$ cat src/rtl/weight_mem_loader_pkg.sv
// Shared network dimensions and the loader's FSM state encoding.
package weight_mem_loader_pkg;

    // Network dimensions shared with the rest of the accelerator.
    localparam int NET_KERNEL_SIZE  = 5;
    localparam int NET_KERNEL_WIDTH = 2;
    localparam int NET_TN           = 4;
    localparam int NET_TM           = 4;

    // Loader FSM states.
    localparam logic [1:0] IDLE = 2'd0;
    localparam logic [1:0] LOAD = 2'd1;
    localparam logic [1:0] DONE = 2'd2;

endpackage

$ cat src/rtl/weight_mem_loader.sv
// Streams kernel words from a valid/ready source into the weight RAM write
// port, one kernel per RAM word, starting at a latched base address.
//
// Handshake: a beat transfers on a rising edge where s_valid && s_ready.
// s_valid may rise or fall at any time. s_ready is registered, is high
// only in LOAD while words remain, and drops the cycle after the final
// beat or an abort. Every transferred beat that is not cancelled by abort
// becomes exactly one RAM write in the following cycle.
import weight_mem_loader_pkg::*;

module weight_mem_loader #(
    parameter int KERNEL_SIZE  = NET_KERNEL_SIZE,
    parameter int KERNEL_WIDTH = NET_KERNEL_WIDTH,
    parameter int ADDR_W       = 10,
    localparam int WORD_W      = KERNEL_SIZE * KERNEL_SIZE * KERNEL_WIDTH
) (
    input  logic              clk,
    input  logic              rst_n,
    input  logic              start,
    input  logic              abort,
    input  logic [ADDR_W-1:0] base_addr,
    input  logic [ADDR_W:0]   num_words,
    input  logic              s_valid,
    input  logic [WORD_W-1:0] s_data,
    output logic              s_ready,
    output logic              ram_ena,
    output logic              ram_wea,
    output logic [ADDR_W-1:0] ram_addra,
    output logic [WORD_W-1:0] ram_dina,
    output logic              busy,
    output logic              done,
    output logic [ADDR_W:0]   words_written,
    output logic [1:0]        dbg_state
);

    logic [1:0]        state;
    logic [1:0]        next_state;
    logic [ADDR_W-1:0] addr;
    logic [ADDR_W:0]   remaining;

    logic start_now;
    logic abort_now;
    logic write_now;
    logic last_beat;

    assign dbg_state = state;

    // Qualify requests by state and pick the next FSM state.
    always_comb begin
        start_now  = start && (state == IDLE);
        abort_now  = abort && (state == LOAD);
        // Abort wins over a beat transferred in the same cycle.
        write_now  = s_valid && s_ready && !abort_now;
        last_beat  = write_now && (remaining == (ADDR_W+1)'(1));
        next_state = state;
        case (state)
            IDLE:    if (start) next_state = (num_words != '0) ? LOAD : DONE;
            LOAD:    if (abort_now || last_beat) next_state = DONE;
            DONE:    next_state = IDLE;
            default: next_state = IDLE;
        endcase
    end

    // FSM state plus the registered status and flow-control outputs.
    always_ff @(posedge clk or negedge rst_n) begin
        if (!rst_n) begin
            state   <= IDLE;
            busy    <= 1'b0;
            done    <= 1'b0;
            s_ready <= 1'b0;
        end else begin
            state <= next_state;
            busy  <= (next_state == LOAD);
            // done coincides with the final write because both are set
            // by the same edge that accepts the last beat.
            done  <= (next_state == DONE);
            if (start_now) begin
                s_ready <= (num_words != '0);
            end else if (abort_now || last_beat) begin
                s_ready <= 1'b0;
            end
        end
    end

    // RAM write port: one write per surviving beat, address/data hold otherwise.
    always_ff @(posedge clk or negedge rst_n) begin
        if (!rst_n) begin
            ram_ena   <= 1'b0;
            ram_wea   <= 1'b0;
            ram_addra <= '0;
            ram_dina  <= '0;
        end else begin
            ram_ena <= write_now;
            ram_wea <= write_now;
            if (write_now) begin
                ram_addra <= addr;
                ram_dina  <= s_data;
            end
        end
    end

    // Address, remaining-word and written-word counters.
    always_ff @(posedge clk or negedge rst_n) begin
        if (!rst_n) begin
            addr          <= '0;
            remaining     <= '0;
            words_written <= '0;
        end else if (start_now) begin
            addr          <= base_addr;
            remaining     <= num_words;
            words_written <= '0;
        end else if (abort_now) begin
            remaining <= '0;
        end else if (write_now) begin
            // Natural overflow wraps the address from the top back to 0.
            addr          <= addr + 1'b1;
            remaining     <= remaining - 1'b1;
            words_written <= words_written + 1'b1;
        end
    end

endmodule

$ cat config.mk
export PLATFORM = sky130hd
export DESIGN_NAME = weight_mem_loader
export DESIGN_NICKNAME = d
export VERILOG_FILES = /design/src/rtl/weight_mem_loader_pkg.sv /design/src/rtl/weight_mem_loader.sv
export SDC_FILE = /design/constraint.sdc
export NUM_CORES = 1
export LEC_CHECK = 0
export ABC_AREA = 1
export CAP_MARGIN = 0
export CORE_MARGIN = 5
export CORE_UTILIZATION = 35
export DETAILED_ROUTE_END_ITERATION = 10
export PLACE_DENSITY_LB_ADDON = 0.3
export SYNTH_ARGS = -nofsm -noshare
export SYNTH_HDL_FRONTEND = slang
export SYNTH_SLANG_ARGS = --single-unit
$ cat constraint.sdc
create_clock -name clk -period 3.9 [get_ports clk]
set_clock_uncertainty 0.2 [all_clocks]
set_input_delay 0.78 -clock clk [delete_from_list [all_inputs] [get_ports clk]]
set_output_delay 0.78 -clock clk [all_outputs]
set_load 0.05 [all_outputs]
==> results of run 1 <==
==> power by group through the flow <==
stage,combinational (mW),clock (mW),sequential [mW]
6_report,3.24,0.938,1.75
4_1_cts,3.26,0.968,1.75
3_3_place_gp,3.22,0,1.75
3_5_place_dp,3.25,0,1.76
5_1_grt,3.48,1.02,1.81
2_1_floorplan,1.11,0,2.87
==> cells by family after synthesis <==
logic type	after synthesis	share of synthesized area [%]
fa+ha+maj	4	1.09
compound gates	49	6.46
buf+inv	58	6.68
simple gates	358	32.0
flops	98	53.2
xor+xnor	3	0.570
==> synth_stat cells (2+ instances only) <==
master	n	area [µm²]
inv_2	4	15.0
o21bai_1	2	15.0
nand4_1	4	25.0
nand2_4	5	56.3
o211ai_1	3	22.5
ha_1	4	50.1
a21oi_1	5	25.0
nand3b_1	2	15.0
nand2_1	259	972
and3_1	2	12.5
buf_2	7	35.0
a31oi_1	2	12.5
buf_6	8	90.1
o21ai_1	4	20.0
o21a_1	2	15.0
buf_4	5	37.5
o21ai_0	21	105
nor3_1	13	65.1
nand3_1	28	140
nor2_1	41	154
nor2_4	2	22.5
inv_1	33	124
dfrtp_1	98	2450
o22ai_1	4	25.0
xor2_1	2	17.5
==> state kept, by name (all words and copies together), names as in the netlist <==
signal,flops
addr,10
busy,1
dbg_state,2
done,1
ram_addra,10
ram_dina,50
ram_wea,1
remaining,11
s_ready,1
words_written,11
==> cell usage in the layout, fill, tap and decap left out, types with 3 or more instances in the layout <==
cell and count:
clkbuf_8 3, o211ai_1 3, ha_1 4, inv_2 4, dfrtp_1 98, inv_1 33, nand4_1 4, o22ai_1 4
o21ai_0 21, nand3_1 28, nor3_1 13, a21oi_1 5, clkbuf_16 9, nor2_1 41, nand2_1 259, o21ai_1 4
clkdlybuf4s50_1 152, buf_4 3, nand2_4 5
==> worst max path at each step <==
stage and to:
6_report words_written[0], 5_1_grt words_written[0], 4_1_cts words_written[0], 3_5_place_dp ram_dina[5], 3_3_place_gp ram_dina[6], 2_1_floorplan words_written[7]
==> metrics by stage <==
| step | instance area [µm²] | hold WS, ps | power [mW] | utilization [%] | setup slack, ps |
|---|---|---|---|---|---|
| 4_1_cts | 6550 | 242 | 5.98 | 50.0 | 1230 |
| 6_report | 6550 | 217 | 5.93 | 50.0 | 1250 |
| 3_5_place_dp | 6230 | 264 | 5.02 | 47.6 | 995 |
| 5_1_grt | 6550 | 260 | 6.30 | 50.0 | 1200 |
| 3_3_place_gp | 6230 | 260 | 4.97 | 47.6 | 1070 |
| 2_1_floorplan | 4610 | 264 | 3.98 | - | 2000 |
==> routing by layer <==
| layer | vias to the layer above | track usage [%] |
|---|---|---|
| met4 | 0 | 5.03 |
| met5 | - | 0 |
| met1 | 2002 | 22.1 |
| met2 | 158 | 25.2 |
| met3 | 18 | 5.62 |
| li1 | 2093 | - |
==> layout make-up <==
class | instances | area (µm²) | area share (%)
multi-input combinational | 414 | 1850 | 28.2
timing repair buffer | 156 | 1560 | 23.9
sequential | 98 | 2450 | 37.5
clock inverter | 3 | 46.3 | 0.707
clock buffer | 13 | 270 | 4.13
tap | 176 | 220 | 3.36
inverter | 38 | 145 | 2.22
==> flow_metrics.tcl, run 1 <==
set metrics [dict create \
    outcome "completed" \
    startpoint_type "flop" \
    die_h_um 125 \
    tightest_slew_ps 680 \
    cpPeakStageDelay_ps 850 \
    cts.sinks 98 \
    grt_max_degree 70 \
    grt_overflow 0 \
    path_clk_slew_ps 70 \
    first_iter_violations 344 \
    drive_gt1_share_pct 4.85 \
    cp-startpoint "words_written[0]" \
    fin_cells 898 \
    grt_usage_pct 16.5 \
    core_area_um2 13100 \
    ant_nets 0 \
    hp-class "input port to asynchronous set/reset pin" \
    setup_viol 0 \
    p_clk_share_pct 15.8 \
    num-nets-final 797 \
    die_x_um 125 \
    cts_buffers 9 \
    cts_resized 0 \
    synth_area_um2 4610 \
    wl_mm 12.8 \
    avgViaCountPerCell 4.76 \
    period_minus_slack_ps 2650 \
    gp_congestion 0.916 \
    synth-main-ff-cell "dfrtp_1" \
    htree_levels 3 \
    yosysSeqAreaShare_pct 53.2 \
    netlist-cell-type-count 35 \
    post-cts-setup-buffers 0 \
    crit_type "flop to primary output" \
    synth_area_per_cell_um2 8.09 \
    cap_violations 0 \
    routed-wl-met3_um 966 \
    die_area_um2 15600 \
    cpMaxStageDelayCell "clkdlybuf4s50_1" \
    powerDensity_nw_per_um2 905 \
    cts_root_buffer "clkbuf_16" \
    num_rows 42 \
    r2r_start "s_ready" \
    p_sw_mw 2.89 \
    synth-async-reset-ratio_pct 100 \
    rsz0062_at_grt "no" \
    reg2reg_to "ram_dina[19]" \
    worstSkewPairLatency_ps 350 \
    via_count 4271 \
    ys_ff_latch 98 \
    drt-met1-wl_mm 5.99 \
    wire_per_inst_um 14.2 \
    dr.max_layer_used "met4" \
    cp_max_fo 7 \
    synth-edff-count 0 \
    grt_pass1_wl_mm 21.0 \
    required_ps 2920 \
    p_leak_nw 3.13 \
    critPathCaptureType "primary output" \
    area_growth_pct 42.0 \
    slew_headroom_pct 54.7 \
    fmax_ghz 0.377 \
    reg2reg_slack_ps 1870 \
    pwr-share-seq_pct 29.5 \
    report.final.hold_viol_count 0 \
    combPwrFrac_pct 54.7 \
    p_int_mw 3.04 \
    n_antenna_cell 0 \
    port_buffers 153 \
    ir_drop_mv 0.424 \
    placed_cells 882 \
    firstDrtPassIters 6 \
    fillCellCount 1241 \
    drc 0 \
    slew_violations 0 \
    cts_tree "yes" \
    dp_hpwl_mm 9.22 \
    finalSetupTns_ps 0 \
    first_global_vias 4111 \
    wl_met2_mm 5.64 \
    path_depth 1 \
    synthesis.nets 650 \
    cpLargestDelayFamily "buffers and inverters" \
    ff2ff_path_depth 7 \
    start_util_pct 35.2 \
    cts.path.max_buffers 2 \
    cp.buffers_inverters 1 \
    top_level_ports 154 \
    timing.final.crit_share_pct 68.0 \
    p_sw_share_pct 48.8 \
    synthCells 570 \
    yosysWarnings 0 \
    crit_chain "clkdlybuf4s50_1" \
    antenna_found_initial 0 \
    arrival_ps 1670 \
    cts_hold_buf 0 \
]
(Power assumes the default switching activity.)
==> inputs of run 2 (changes only) <==
==> constraint.sdc (replaced) <==
create_clock -name clk -period 2.65 [get_ports clk]
set_clock_uncertainty 0.2 [all_clocks]
set_input_delay 0.53 -clock clk [delete_from_list [all_inputs] [get_ports clk]]
set_output_delay 0.53 -clock clk [all_outputs]
set_load 0.05 [all_outputs]
==> flow_metrics.tcl, run 2 (synthesized netlist as in run 1, its figures left out) <==
set metrics [dict create \
    setup_viol 0 \
    largest_reg_flops 50 \
    cts_root_buffer "clkbuf_16" \
    num-nets-final 800 \
    regMostFlops "ram_dina" \
    firstDrtPassIters 4 \
    first_iter_violations 373 \
    area_growth_pct 42.4 \
    start_util_pct 35.2 \
    cp_max_fo 7 \
    core_area_um2 13100 \
    crit_chain "clkdlybuf4s50_1" \
    drc 0 \
    grt_max_degree 70 \
    top_regs "ram_dina: 50 flops, remaining: 11 flops, words_written: 11 flops" \
    num_rows 42 \
    finalInstanceArea_um2 6570 \
    grt_overflow 0 \
    timing.final.crit_share_pct 90.4 \
    power_mw 8.64 \
    path_clk_slew_ps 70 \
    fin_cells 901 \
    tightest_slew_ps 585 \
    startpoint_type "flop" \
    die_h_um 125 \
    cts_buffers 9 \
    die_area_um2 15600 \
    period_minus_slack_ps 2400 \
    drive_gt1_share_pct 5.10 \
    n_antenna_cell 0 \
    powerDensity_nw_per_um2 1320 \
    ir_drop_mv 0.649 \
    cpMaxStageDelayCell "clkdlybuf4s50_1" \
    grt_pass1_wl_mm 20.8 \
    cap_violations 0 \
    cts.path.max_buffers 2 \
    report.final.hold_viol_count 0 \
    via_count 4196 \
    outcome "completed" \
    cpPeakStageDelay_ps 860 \
    dp_hpwl_mm 9.24 \
    avgViaCountPerCell 4.66 \
    gp_congestion 0.878 \
    cts.sinks 98 \
    port_buffers 153 \
    wl_mm 12.7 \
    antenna_found_initial 0 \
    htree_levels 3 \
    placed_cells 884 \
    cpLargestDelayFamily "buffers and inverters" \
    cts_tree "yes" \
    die_x_um 125 \
    finalSetupTns_ps 0 \
    rsz0062_at_grt "no" \
    hp-class "flop to flop" \
    final_cell_mix "nand2_1, clkdlybuf4s50_1, dfrtp_1" \
    timing.hold.ws_ps 278 \
    critPathCaptureType "primary output" \
    worstSkewPairLatency_ps 340 \
    grt_usage_pct 16.3 \
    crit_type "flop to primary output" \
    arrival_ps 1670 \
    first_global_vias 4074 \
    fmax_ghz 0.417 \
    p_leak_nw 3.14 \
    required_ps 1920 \
    fillCellCount 1248 \
    slew_headroom_pct 60.9 \
    slew_violations 0 \
    cp.buffers_inverters 1 \
    wire_per_inst_um 14.1 \
    dpl_cell_area_um2 6270 \
    top_level_ports 154 \
    final_common_cell "nand2_1" \
    post-cts-setup-buffers 0 \
    ant_nets 0 \
]
==> run 2: changes by cell type in the layout (fill, tap and decap cells not counted) <==
cell,previous run,this run
bufinv_16,1,0
inv_8,0,1
inv_6,0,4
clkinvlp_4,1,0
clkbuf_8,3,0
dlygate4sd3_1,0,1
buf_12,1,3
==> run 2: power breakdown <==
group,internal (mW),switching (mW),total [mW],leakage [nW]
Clock,0.659,0.598,1.26,0.140
Combinational,1.56,3.25,4.81,1.77
Sequential,2.13,0.440,2.57,1.23
==> run 2: path summary, 6_finish.rpt <==
path,endpoint,depth (start not counted),start,slack [ps]
hold reg to reg,ram_dina[5],2,ram_dina[5],280
max in group asynchronous,words_written[8],3,rst_n,1020
setup reg to reg,addr[5],6,dbg_state[1],800
setup / recovery,words_written[0],1,words_written[0],250
min in group asynchronous,ram_dina[12],2,rst_n,520
hold / removal,ram_dina[5],2,ram_dina[5],280
==> run 2: metal layers <==
| metal | vias up | wire length (µm) | GRT usage (%) |
|---|---|---|---|
| met2 | 144 | 5610 | 25.0 |
| met1 | 1943 | 6050 | 22.3 |
| met5 | - | 0 | 0 |
| met4 | 0 | 160 | 4.64 |
| met3 | 12 | 855 | 5.06 |
| li1 | 2097 | - | - |
==> run 2: timing repair <==
| item | 4_1_cts | 5_1_grt |
|---|---|---|
| resized for setup | 0 | 0 |
| endpoints found under the hold margin | 13 | 0 |
| hold buffers | 1 | 0 |
==> run 2: worst min-delay path: stages (launching register included) <==
cell and delay (ps):
dfrtp_1 340, nand2_1 50, nand2_1 50
==> run 2: layout make-up <==
type / count / area [µm²] / share of cell area (%)
sequential: 98 / 2450 / 37.4
multi-input combinational: 414 / 1850 / 28.2
timing repair buffer: 159 / 1610 / 24.6
clock buffer: 10 / 229 / 3.49
inverter: 38 / 145 / 2.21
tap: 176 / 220 / 3.35
clock inverter: 6 / 55.1 / 0.839
==> run 2: through the flow <==
step           utilization (%)  setup WS (ps)
4_1_cts                   50.2            243
3_3_place_gp              47.9            305
6_report                  50.2            254
3_5_place_dp              47.9            274
5_1_grt                   50.2            189
2_1_floorplan                -            750
